**config.mk**
```make
export PLATFORM = sky130hd
export DESIGN_NAME = alu_seq_flat
export DESIGN_NICKNAME = d
export VERILOG_FILES = /design/src/rtl/alu_seq_if.sv /design/src/rtl/alu_seq.sv /design/src/flat_wrapper.sv
export SDC_FILE = /design/constraint.sdc
export NUM_CORES = 1
export LEC_CHECK = 0
export CAP_MARGIN = 25
export CORE_ASPECT_RATIO = 0.6
export CORE_MARGIN = 5
export CORE_UTILIZATION = 64
export CTS_BUF_LIST = sky130_fd_sc_hd__clkbuf_8
export DETAILED_ROUTE_END_ITERATION = 6
export GPL_ROUTABILITY_DRIVEN = 0
export GPL_TIMING_DRIVEN = 0
export PLACE_DENSITY = 0.89
export SYNTH_ARGS = -nofsm -noshare
export SYNTH_HDL_FRONTEND = slang
export SYNTH_SLANG_ARGS = --single-unit
```
**constraint.sdc**
```tcl
create_clock -name clk -period 6.9 [get_ports clk]
set_input_delay 1.38 -clock clk [delete_from_list [all_inputs] [get_ports clk]]
set_output_delay 1.38 -clock clk [all_outputs]
set_load 0.01 [all_outputs]
```
**src/rtl/alu_seq_if.sv**
```systemverilog
// Request/response bundle between the core sequencer and alu_seq.
interface alu_seq_if #(
    parameter int DATA_BUS_WIDTH = 8
);
    logic                      in_valid;
    logic                      in_ready;
    logic [4:0]                op;
    logic [DATA_BUS_WIDTH-1:0] register1;
    logic [DATA_BUS_WIDTH-1:0] register2;
    logic                      out_valid;
    logic [DATA_BUS_WIDTH-1:0] result;
    logic [DATA_BUS_WIDTH-1:0] result_hi;
    logic                      is_zero;
    logic                      is_carry;
    logic                      is_neg;

    modport master (
        output in_valid, op, register1, register2,
        input  in_ready, out_valid, result, result_hi, is_zero, is_carry, is_neg
    );

    modport slave (
        input  in_valid, op, register1, register2,
        output in_ready, out_valid, result, result_hi, is_zero, is_carry, is_neg
    );
endinterface

```
**src/rtl/alu_seq.sv**
```systemverilog
// Registered multi-cycle ALU with iterative SHLN/SHRN and optional shift-add MUL.
// Define ALU_SEQ_MUL_EN to build the multiplier; otherwise opcode 17 acts as NOP.
module alu_seq #(
    parameter int DATA_BUS_WIDTH = 8
) (
    input logic     clk,
    input logic     rst_n,
    alu_seq_if.slave bus
);
    localparam int W           = DATA_BUS_WIDTH;
    localparam int SHAMT_WIDTH = $clog2(DATA_BUS_WIDTH);

    typedef enum logic [4:0] {
        OP_NOP  = 5'd0,  OP_THR = 5'd1,  OP_ADD = 5'd2,  OP_SUB  = 5'd3,
        OP_ADC  = 5'd4,  OP_SBC = 5'd5,  OP_SHL = 5'd6,  OP_SHR  = 5'd7,
        OP_ROL  = 5'd8,  OP_ROR = 5'd9,  OP_AND = 5'd10, OP_OR   = 5'd11,
        OP_XOR  = 5'd12, OP_NOT = 5'd13, OP_ASR = 5'd14, OP_SHLN = 5'd15,
        OP_SHRN = 5'd16, OP_MUL = 5'd17
    } op_e;

    typedef enum logic {IDLE, BUSY} state_e;

    state_e                 state_q, state_d;
    logic [W-1:0]           result_q;
    logic                   zero_q, carry_q, neg_q, out_valid_q;
    logic [W-1:0]           sh_q;
    logic                   left_q;
    logic [SHAMT_WIDTH-1:0] cnt_q;

    logic [SHAMT_WIDTH-1:0] amt;
    logic                   fire, last_step, go_busy, done, upd;
    logic [W-1:0]           res_d;
    logic                   carry_d;
    logic [W:0]             arith;
    logic [W-1:0]           sh_src, sh_next;
    logic                   sh_left, sh_out;

`ifdef ALU_SEQ_MUL_EN
    logic [W-1:0] hi_q, acc_q, mq_q, mcand_q;
    logic         mul_q;
    logic [W-1:0] acc_src, mq_src, mc_src, acc_next, mq_next, hi_d;
    logic [W:0]   psum;
`endif

    assign amt       = bus.register2[SHAMT_WIDTH-1:0];
    assign fire      = bus.in_valid && (state_q == IDLE);
    assign last_step = (state_q == BUSY) && (cnt_q == '0);

    // The first shift step happens at the accepting edge, so BUSY covers k-1 steps.
    always_comb begin
        sh_src  = (state_q == IDLE) ? bus.register1 : sh_q;
        sh_left = (state_q == IDLE) ? (bus.op == OP_SHLN) : left_q;
        sh_next = sh_left ? {sh_src[W-2:0], 1'b0} : {1'b0, sh_src[W-1:1]};
        sh_out  = sh_left ? sh_src[W-1] : sh_src[0];
    end

`ifdef ALU_SEQ_MUL_EN
    // Right-shifting shift-add: after W steps {acc, mq} holds the full product.
    always_comb begin
        acc_src  = (state_q == IDLE) ? '0 : acc_q;
        mq_src   = (state_q == IDLE) ? bus.register2 : mq_q;
        mc_src   = (state_q == IDLE) ? bus.register1 : mcand_q;
        psum     = {1'b0, acc_src} + (mq_src[0] ? {1'b0, mc_src} : '0);
        acc_next = psum[W:1];
        mq_next  = {psum[0], mq_src[W-1:1]};
    end
`endif

    always_comb begin
        done    = 1'b0;
        upd     = 1'b0;
        go_busy = 1'b0;
        res_d   = result_q;
        carry_d = 1'b0;
        arith   = '0;
`ifdef ALU_SEQ_MUL_EN
        hi_d    = '0;
`endif
        if (fire) begin
            done = 1'b1;
            upd  = 1'b1;
            case (bus.op)
                OP_THR: res_d = bus.register1;
                OP_ADD: begin
                    arith   = {1'b0, bus.register1} + {1'b0, bus.register2};
                    res_d   = arith[W-1:0];
                    carry_d = arith[W];
                end
                OP_SUB: begin
                    arith   = {1'b0, bus.register1} - {1'b0, bus.register2};
                    res_d   = arith[W-1:0];
                    carry_d = arith[W];
                end
                OP_ADC: begin
                    arith   = {1'b0, bus.register1} + {1'b0, bus.register2} + {{W{1'b0}}, carry_q};
                    res_d   = arith[W-1:0];
                    carry_d = arith[W];
                end
                OP_SBC: begin
                    arith   = {1'b0, bus.register1} - {1'b0, bus.register2} - {{W{1'b0}}, carry_q};
                    res_d   = arith[W-1:0];
                    carry_d = arith[W];
                end
                OP_SHL: begin
                    res_d   = {bus.register1[W-2:0], 1'b0};
                    carry_d = bus.register1[W-1];
                end
                OP_SHR: begin
                    res_d   = {1'b0, bus.register1[W-1:1]};
                    carry_d = bus.register1[0];
                end
                OP_ROL: res_d = {bus.register1[W-2:0], bus.register1[W-1]};
                OP_ROR: res_d = {bus.register1[0], bus.register1[W-1:1]};
                OP_AND: res_d = bus.register1 & bus.register2;
                OP_OR:  res_d = bus.register1 | bus.register2;
                OP_XOR: res_d = bus.register1 ^ bus.register2;
                OP_NOT: res_d = ~bus.register1;
                OP_ASR: begin
                    res_d   = {bus.register1[W-1], bus.register1[W-1:1]};
                    carry_d = bus.register1[0];
                end
                OP_SHLN, OP_SHRN: begin
                    if (amt == '0) begin
                        res_d = bus.register1;
                    end else begin
                        res_d   = sh_next;
                        carry_d = sh_out;
                        if (amt != SHAMT_WIDTH'(1)) begin
                            done    = 1'b0;
                            upd     = 1'b0;
                            go_busy = 1'b1;
                        end
                    end
                end
`ifdef ALU_SEQ_MUL_EN
                OP_MUL: begin
                    done    = 1'b0;
                    upd     = 1'b0;
                    go_busy = 1'b1;
                end
`endif
                default: upd = 1'b0;
            endcase
        end else if (last_step) begin
            done = 1'b1;
            upd  = 1'b1;
`ifdef ALU_SEQ_MUL_EN
            if (mul_q) begin
                res_d   = mq_next;
                hi_d    = acc_next;
                carry_d = |acc_next;
            end else begin
                res_d   = sh_next;
                carry_d = sh_out;
            end
`else
            res_d   = sh_next;
            carry_d = sh_out;
`endif
        end
    end

    always_ff @(posedge clk) begin
        if (!rst_n) state_q <= IDLE;
        else        state_q <= state_d;
    end

    always_comb begin
        state_d = state_q;
        case (state_q)
            IDLE:    if (go_busy) state_d = BUSY;
            BUSY:    if (cnt_q == '0) state_d = IDLE;
            default: state_d = IDLE;
        endcase
    end

    always_comb begin
        bus.in_ready = (state_q == IDLE);
    end

    always_ff @(posedge clk) begin
        if (!rst_n) begin
            out_valid_q <= 1'b0;
            result_q    <= '0;
            zero_q      <= 1'b0;
            carry_q     <= 1'b0;
            neg_q       <= 1'b0;
            sh_q        <= '0;
            left_q      <= 1'b0;
            cnt_q       <= '0;
`ifdef ALU_SEQ_MUL_EN
            hi_q        <= '0;
            acc_q       <= '0;
            mq_q        <= '0;
            mcand_q     <= '0;
            mul_q       <= 1'b0;
`endif
        end else begin
            out_valid_q <= done;
            if (upd) begin
                result_q <= res_d;
                carry_q  <= carry_d;
                zero_q   <= (res_d == '0);
                neg_q    <= res_d[W-1];
`ifdef ALU_SEQ_MUL_EN
                hi_q     <= hi_d;
`endif
            end
            if (go_busy) begin
                sh_q   <= sh_next;
                left_q <= (bus.op == OP_SHLN);
                cnt_q  <= amt - SHAMT_WIDTH'(2);
`ifdef ALU_SEQ_MUL_EN
                mul_q   <= (bus.op == OP_MUL);
                acc_q   <= acc_next;
                mq_q    <= mq_next;
                mcand_q <= bus.register1;
                if (bus.op == OP_MUL) cnt_q <= SHAMT_WIDTH'(W - 2);
`endif
            end else if (state_q == BUSY) begin
                sh_q  <= sh_next;
                cnt_q <= cnt_q - SHAMT_WIDTH'(1);
`ifdef ALU_SEQ_MUL_EN
                acc_q <= acc_next;
                mq_q  <= mq_next;
`endif
            end
        end
    end

    assign bus.out_valid = out_valid_q;
    assign bus.result    = result_q;
    assign bus.is_zero   = zero_q;
    assign bus.is_carry  = carry_q;
    assign bus.is_neg    = neg_q;
`ifdef ALU_SEQ_MUL_EN
    assign bus.result_hi = hi_q;
`else
    assign bus.result_hi = '0;
`endif
endmodule

```
**src/flat_wrapper.sv**
```systemverilog
// flat-port wrapper written by rule: the top's interface ports become plain ports
module alu_seq_flat 
#(
    parameter int DATA_BUS_WIDTH = 8
)
  (clk, rst_n, bus_in_valid, bus_op, bus_register1, bus_register2, bus_in_ready, bus_out_valid, bus_result, bus_result_hi, bus_is_zero, bus_is_carry, bus_is_neg);
  alu_seq_if #(.DATA_BUS_WIDTH(DATA_BUS_WIDTH)) bus_i ();
  input logic clk;
  input logic rst_n;
  input wire logic [$bits(bus_i.in_valid)-1:0] bus_in_valid;
  input wire logic [$bits(bus_i.op)-1:0] bus_op;
  input wire logic [$bits(bus_i.register1)-1:0] bus_register1;
  input wire logic [$bits(bus_i.register2)-1:0] bus_register2;
  output wire logic [$bits(bus_i.in_ready)-1:0] bus_in_ready;
  output wire logic [$bits(bus_i.out_valid)-1:0] bus_out_valid;
  output wire logic [$bits(bus_i.result)-1:0] bus_result;
  output wire logic [$bits(bus_i.result_hi)-1:0] bus_result_hi;
  output wire logic [$bits(bus_i.is_zero)-1:0] bus_is_zero;
  output wire logic [$bits(bus_i.is_carry)-1:0] bus_is_carry;
  output wire logic [$bits(bus_i.is_neg)-1:0] bus_is_neg;
  assign bus_i.in_valid = bus_in_valid;
  assign bus_i.op = bus_op;
  assign bus_i.register1 = bus_register1;
  assign bus_i.register2 = bus_register2;
  assign bus_in_ready = bus_i.in_ready;
  assign bus_out_valid = bus_i.out_valid;
  assign bus_result = bus_i.result;
  assign bus_result_hi = bus_i.result_hi;
  assign bus_is_zero = bus_i.is_zero;
  assign bus_is_carry = bus_i.is_carry;
  assign bus_is_neg = bus_i.is_neg;
  alu_seq #(.DATA_BUS_WIDTH(DATA_BUS_WIDTH)) u_core (.clk(clk), .rst_n(rst_n), .bus(bus_i));
endmodule
```
==> results.tsv, run 1 <==
metric	value	unit
synth_cell_types	79	
met2_length	5410	um
cp.required	7.10	ns
n_antenna_cell	0	
fin_tns_setup	0	ns
p_switching	0.219	mW
synth_edf_count	0	
synth_area	0.00397	sq mm
ctsHoldBuffers	0	
p_comb_frac	0.507	
drc_errors	209	
rows	22	
grt_pass1_vias	4342	
p_clk_frac	0.222	
pin_count	45	
outcome	finished, violations left	
switching_share	0.401	
htreeDepth	1	
synth_cells	550	
yosys_warnings	0	
yosysSeqAreaShare	0.121	
intPower	0.328	mW
final_common_cell	nor2_1	
clock_latency	0.26	ns
cts_buffer_depth	2	
maxCapViolations	0	
met3_length	2780	um
routed_wl	14600	um
post_route_cells_drive_above_1_share	0.0958	
worst_slew_pin_slew	1.10	ns
hold_path.class	reg -> reg	
crit_start	bus_op[0]	
met1Wirelength	5690	um
die_h	71.0	um
p_per_area	121	mW/mm^2
cts_made_buffers	3	
start_util	0.656	
synthFlopType	dfxtp_1	
timing.final.hold_violations	0	
whs	0.465	ns
path_buf_inv	2	
cts_sinks	24	
syn_area_per_cell	7.22	sq um
design_area	0.00451	sq mm
post-cts-setup-buffers	0	
root_buffer	clkbuf_8	
relSlewSlack	0.256	
whs_endpoint	u_core.bus.is_zero$_SDFFE_PN0P_	
grt_max_degree	15	
reg2regPathDepth	10	
dpl-instance-area	0.00444	sq mm
drtPass1Iterations	7	
drt_first_iter_violations	1008	
min_period_over_period	0.779	
setup_viol	0	
arrival	5.58	ns
cpPeakStageDelay	0.99	ns
cp-start-kind	input pin	
p_leak	1.76	nW
critPathSlowestCell	o41ai_1	
clock_skew	0.00334	ns
cp-end-kind	flip-flop	
design.die.area	0.00793	sq mm
rrSetupSlack	3.21	ns
rr_endpoint	u_core.bus.is_zero$_SDFFE_PN0P_	
track_usage	0.349	
die_x	112	um
grt_pass1_wl	22600	um
post_cts_resized	0	
async_flop_share	0	
dp_hpwl	11400	um
holdPathStages	2	
final_nets	652	
violations	DRC	
cts_tree	yes	
worstPathCellList	clkdlybuf4s50_1 > buf_6 > o41ai_1 > o21ai_0 > a221oi_1 > o311ai_0 > a2111oi_0 > a32oi_1 > nor2b_1 > nand4_1 > o21ai_1	
vias	4936	
gr-total-overflow	0	
min_period	5.37	ns
fmax	186	MHz
mostFrequentLayoutCells	nor2_1 (57), a21oi_1 (40), nand2_1 (38)	
maxSlewViolCount	0	
n_fill_cell	497	
ys_ff_latch	24	
max-vdd-ir-drop	0.0769	mV
stdcell_count	679	
wire_per_inst	21.5	um
place_ws	1.62	ns
pwr-share-seq	0.271	
clkTransAtPathRegs	0.08	ns
antenna_found_initial	1	
dp_cells	675	
ant_nets	0	
rsz0062_at_grt	false	
r2r_start	u_core.left_q$_SDFFE_PN0P_	
critPathTopFamily	compound AO/OA/AOI/OAI gates	
syn_to_final_growth	13.7	%
top_layer_used	met5	
via_per_inst	7.27	
worstSetupPathType	in -> reg	
coreArea	0.00606	sq mm
hold_path_startpoint	u_core.bus.is_zero$_SDFFE_PN0P_	
io_buffers	34	
setup_ws	1.53	ns
path_max_fanout	10	
state kept, by name, indices dropped and copies added (netlist names):
signal                flops
u_core.sh_q               8
u_core.bus.result         7
u_core.left_q             1
u_core.bus.is_carry       1
u_core.bus.out_valid      1
u_core.state_q            1
u_core.bus.is_zero        1
u_core.bus.is_neg         1
u_core.cnt_q              3
per-stage QoR:
step	total power, mW	utilization
3_5_place_dp	0.410	0.734
2_1_floorplan	0.329	-
6_report	0.547	0.745
4_1_cts	0.532	0.745
3_3_place_gp	0.403	0.734
5_1_grt	0.567	0.745
logic make-up after synthesis:
group / share of synthesized area
muxes: 0.0284
adders and majority gates: 0.105
and+or+nand+nor: 0.293
DFF: 0.121
AOI/OAI and AO/OA: 0.308
other: 0.000944
buffers and inverters: 0.0882
xor gates and xnor gates: 0.0555
power groups by stage:
stage	clock network [mW]	logic (mW)	registers [mW]
finish	0.121	0.277	0.148
global route	0.129	0.290	0.148
CTS	0.123	0.261	0.148
detailed placement	0	0.259	0.151
global placement	0	0.252	0.151
floorplan	0	0.179	0.151
synth_stat cells, types with 10 or more instances:
cell | count | share of area
nand4_1 | 12 | 0.019
xnor2_1 | 12 | 0.026
nor3_1 | 23 | 0.029
a21oi_1 | 40 | 0.050
dfxtp_1 | 24 | 0.12
ha_1 | 30 | 0.095
and3_1 | 10 | 0.016
buf_4 | 10 | 0.019
nand2_1 | 38 | 0.036
a211oi_1 | 14 | 0.026
nand3_1 | 20 | 0.025
nor2b_1 | 10 | 0.016
inv_1 | 26 | 0.025
nor2_1 | 57 | 0.054
clkbuf_1 | 11 | 0.010
o21ai_0 | 23 | 0.029
buf_2 | 19 | 0.024
worst max-delay path by stage:
stage	end	cells after the start
floorplan	u_core.bus.is_zero$_SDFFE_PN0P_	13
global placement	u_core.bus.is_zero$_SDFFE_PN0P_	14
detailed placement	u_core.bus.is_zero$_SDFFE_PN0P_	14
CTS	u_core.bus.is_carry$_SDFFE_PN0P_	14
global route	u_core.bus.is_carry$_SDFFE_PN0P_	14
finish	u_core.bus.is_zero$_SDFFE_PN0P_	11
area by class of cell:
class	instances	area, sq um	share of cell area
buffer	43	245	0.0543
multi-input combinational	462	3170	0.701
timing repair buffer	34	340	0.0754
sequential	24	480	0.106
clock buffer	3	41.3	0.00915
tap	84	105	0.0233
clock inverter	1	30.0	0.00665
inverter	28	105	0.0233
worst register-to-register path, cell delays in order (launching register included):
cell       delay [ns]
dfxtp_1          0.34
clkbuf_1         0.43
mux2i_1          0.47
o21ai_0          0.18
a221oi_1         0.40
o311ai_0         0.19
a2111oi_0        0.92
a32oi_1          0.28
nor2b_1          0.18
nand4_1          0.09
o21ai_1          0.14
metal layers:
layer,GRT usage,vias up
met2,0.473,468
li1,-,2137
met3,0.180,130
met5,0,-
met4,0.0756,2
met1,0.486,2199
(Power assumes the default switching activity.)
==> run 2: changes to the inputs <==
--- a/config.mk
+++ b/config.mk
@@ -8,12 +8,12 @@
 export CAP_MARGIN = 25
 export CORE_ASPECT_RATIO = 0.6
 export CORE_MARGIN = 5
-export CORE_UTILIZATION = 64
+export CORE_UTILIZATION = 54
 export CTS_BUF_LIST = sky130_fd_sc_hd__clkbuf_8
 export DETAILED_ROUTE_END_ITERATION = 6
 export GPL_ROUTABILITY_DRIVEN = 0
 export GPL_TIMING_DRIVEN = 0
-export PLACE_DENSITY = 0.89
+export PLACE_DENSITY = 0.8
 export SYNTH_ARGS = -nofsm -noshare
 export SYNTH_HDL_FRONTEND = slang
 export SYNTH_SLANG_ARGS = --single-unit
==> constraint.sdc (replaced) <==
create_clock -name clk -period 4.7 [get_ports clk]
set_input_delay 0.94 -clock clk [delete_from_list [all_inputs] [get_ports clk]]
set_output_delay 0.94 -clock clk [all_outputs]
set_load 0.01 [all_outputs]
==> results.tsv, run 2 (synthesized netlist as in run 1, its figures left out) <==
metric	value	unit
outcome	finished, violations left	
violations	DRC	
worstPathCellList	clkdlybuf4s50_1 > buf_6 > o41ai_1 > o21ai_0 > a221oi_1 > o311ai_0 > a2111oi_1 > a32oi_1 > nor2b_1 > nand4_1 > o21ai_1	
min_period_over_period	0.977	
drc_errors	110	
drt_first_iter_violations	1188	
root_buffer	clkbuf_8	
antenna_found_initial	0	
vias	4893	
cts_tree	yes	
hold_path.class	reg -> reg	
clock_skew	0.00676	ns
worstSetupPathType	in -> reg	
largest-register	u_core.sh_q	
path_max_fanout	10	
cts_sinks	24	
n_antenna_cell	0	
gr-total-overflow	0	
cts_buffer_depth	2	
cp-end-kind	flip-flop	
cp.required	4.90	ns
start_util	0.551	
timing.final.hold_violations	0	
pin_count	45	
ant_nets	0	
design.die.area	0.00923	sq mm
die_h	76.4	um
track_usage	0.310	
whs	0.497	ns
p_leak	1.79	nW
clkTransAtPathRegs	0.09	ns
maxCapViolations	0	
wire_per_inst	21.5	um
grt_max_degree	15	
dp_hpwl	11400	um
drtPass1Iterations	7	
maxSlewViolCount	0	
routed_wl	14800	um
final_nets	652	
largest_register_ffs	8	
mostFrequentLayoutCells	nor2_1 (57), a21oi_1 (40), nand2_1 (38)	
relSlewSlack	0.350	
coreArea	0.00721	sq mm
cts_made_buffers	3	
cp-start-kind	input pin	
arrival	4.79	ns
syn_to_final_growth	14.4	%
worst_slew_pin_slew	0.967	ns
grt_pass1_wl	23300	um
max-vdd-ir-drop	0.0823	mV
clock_latency	0.27	ns
via_per_inst	7.13	
cpPeakStageDelay	0.81	ns
rsz0062_at_grt	false	
fin_tns_setup	0	ns
io_buffers	34	
fmax	218	MHz
n_fill_cell	648	
final_common_cell	nor2_1	
post_route_cells_drive_above_1_share	0.101	
grt_pass1_vias	4444	
path_buf_inv	2	
p_per_area	177	mW/mm^2
critPathSlowestCell	o41ai_1	
critPathTopFamily	compound AO/OA/AOI/OAI gates	
min_period	4.59	ns
htreeDepth	1	
setup_viol	0	
rows	24	
die_x	121	um
## run 2: cell types whose count changed in the layout (fill, tap and decap cells not counted)
cell | previous run | this run
fa_2 | 0 | 1
xnor2_1 | 12 | 11
clkbuf_1 | 11 | 10
clkdlybuf4s50_1 | 34 | 31
xnor2_2 | 0 | 1
clkbuf_2 | 0 | 1
a2111oi_1 | 0 | 1
dlymetal6s2s_1 | 0 | 3
fa_1 | 2 | 1
a2111oi_0 | 5 | 4
## run 2: tightest hold or removal path: stages, from the launching register on
cell and delay, ns:
dfxtp_1 0.32, nand3_1 0.06, o21ai_1 0.07
## run 2: power by group
| group | internal, mW | switching (mW) | total, mW |
|---|---|---|---|
| clock network | 0.114 | 0.0660 | 0.180 |
| registers | 0.210 | 0.00785 | 0.218 |
| logic | 0.159 | 0.248 | 0.407 |
| total | 0.483 | 0.321 | 0.804 |
## run 2: per-stage QoR
step	power [mW]	instance area, sq um	worst slack [ns]	util	std cells
4_1_cts	0.782	4520	0.150	0.628	686
2_1_floorplan	0.483	4000	0.934	-	557
6_report	0.804	4540	0.108	0.630	686
3_5_place_dp	0.603	4450	-0.124	0.618	682
3_3_place_gp	0.596	4450	-0.0928	0.618	682
5_1_grt	0.843	4540	0.0274	0.630	686
## run 2: worst paths after layout
kind	startpoint	to	slack, ns	cells after the start
worst min-delay path	u_core.bus.is_zero$_SDFFE_PN0P_	u_core.bus.is_zero$_SDFFE_PN0P_	0.50	2
worst max register to register	u_core.cnt_q[1]$_SDFFE_PN0P_	u_core.bus.is_zero$_SDFFE_PN0P_	1.02	12
worst min register to register	u_core.bus.is_zero$_SDFFE_PN0P_	u_core.bus.is_zero$_SDFFE_PN0P_	0.50	2
worst max-delay path	bus_op[0]	u_core.bus.is_zero$_SDFFE_PN0P_	0.11	11
## run 2: metal layers
| metal | routed length [um] | track usage | up-vias |
|---|---|---|---|
| met5 | 44 | 0.0625 | - |
| met2 | 5450 | 0.411 | 466 |
| met3 | 2710 | 0.149 | 113 |
| met4 | 559 | 0.0633 | 2 |
| met1 | 5990 | 0.443 | 2194 |
| li1 | - | - | 2118 |
## run 2: area by class of cell
class | count | area, sq um | area share
flip-flops and latches | 24 | 480 | 0.106
repair buffers | 34 | 348 | 0.0766
clock inverters | 1 | 30.0 | 0.00661
plain buffers | 43 | 246 | 0.0543
well taps | 91 | 114 | 0.0251
multi-input cells | 462 | 3180 | 0.700
clock buffers | 3 | 41.3 | 0.00909
inverters | 28 | 105 | 0.0231
## run 2: repair_timing
| item | in CTS | in global routing |
|---|---|---|
| endpoints found under the hold margin | 0 | 0 |
| endpoints found under the setup margin | 0 | 2 |
| hold buffers | 0 | 0 |
| resized for setup | 0 | 8 |
| setup buffers | 0 | 0 |
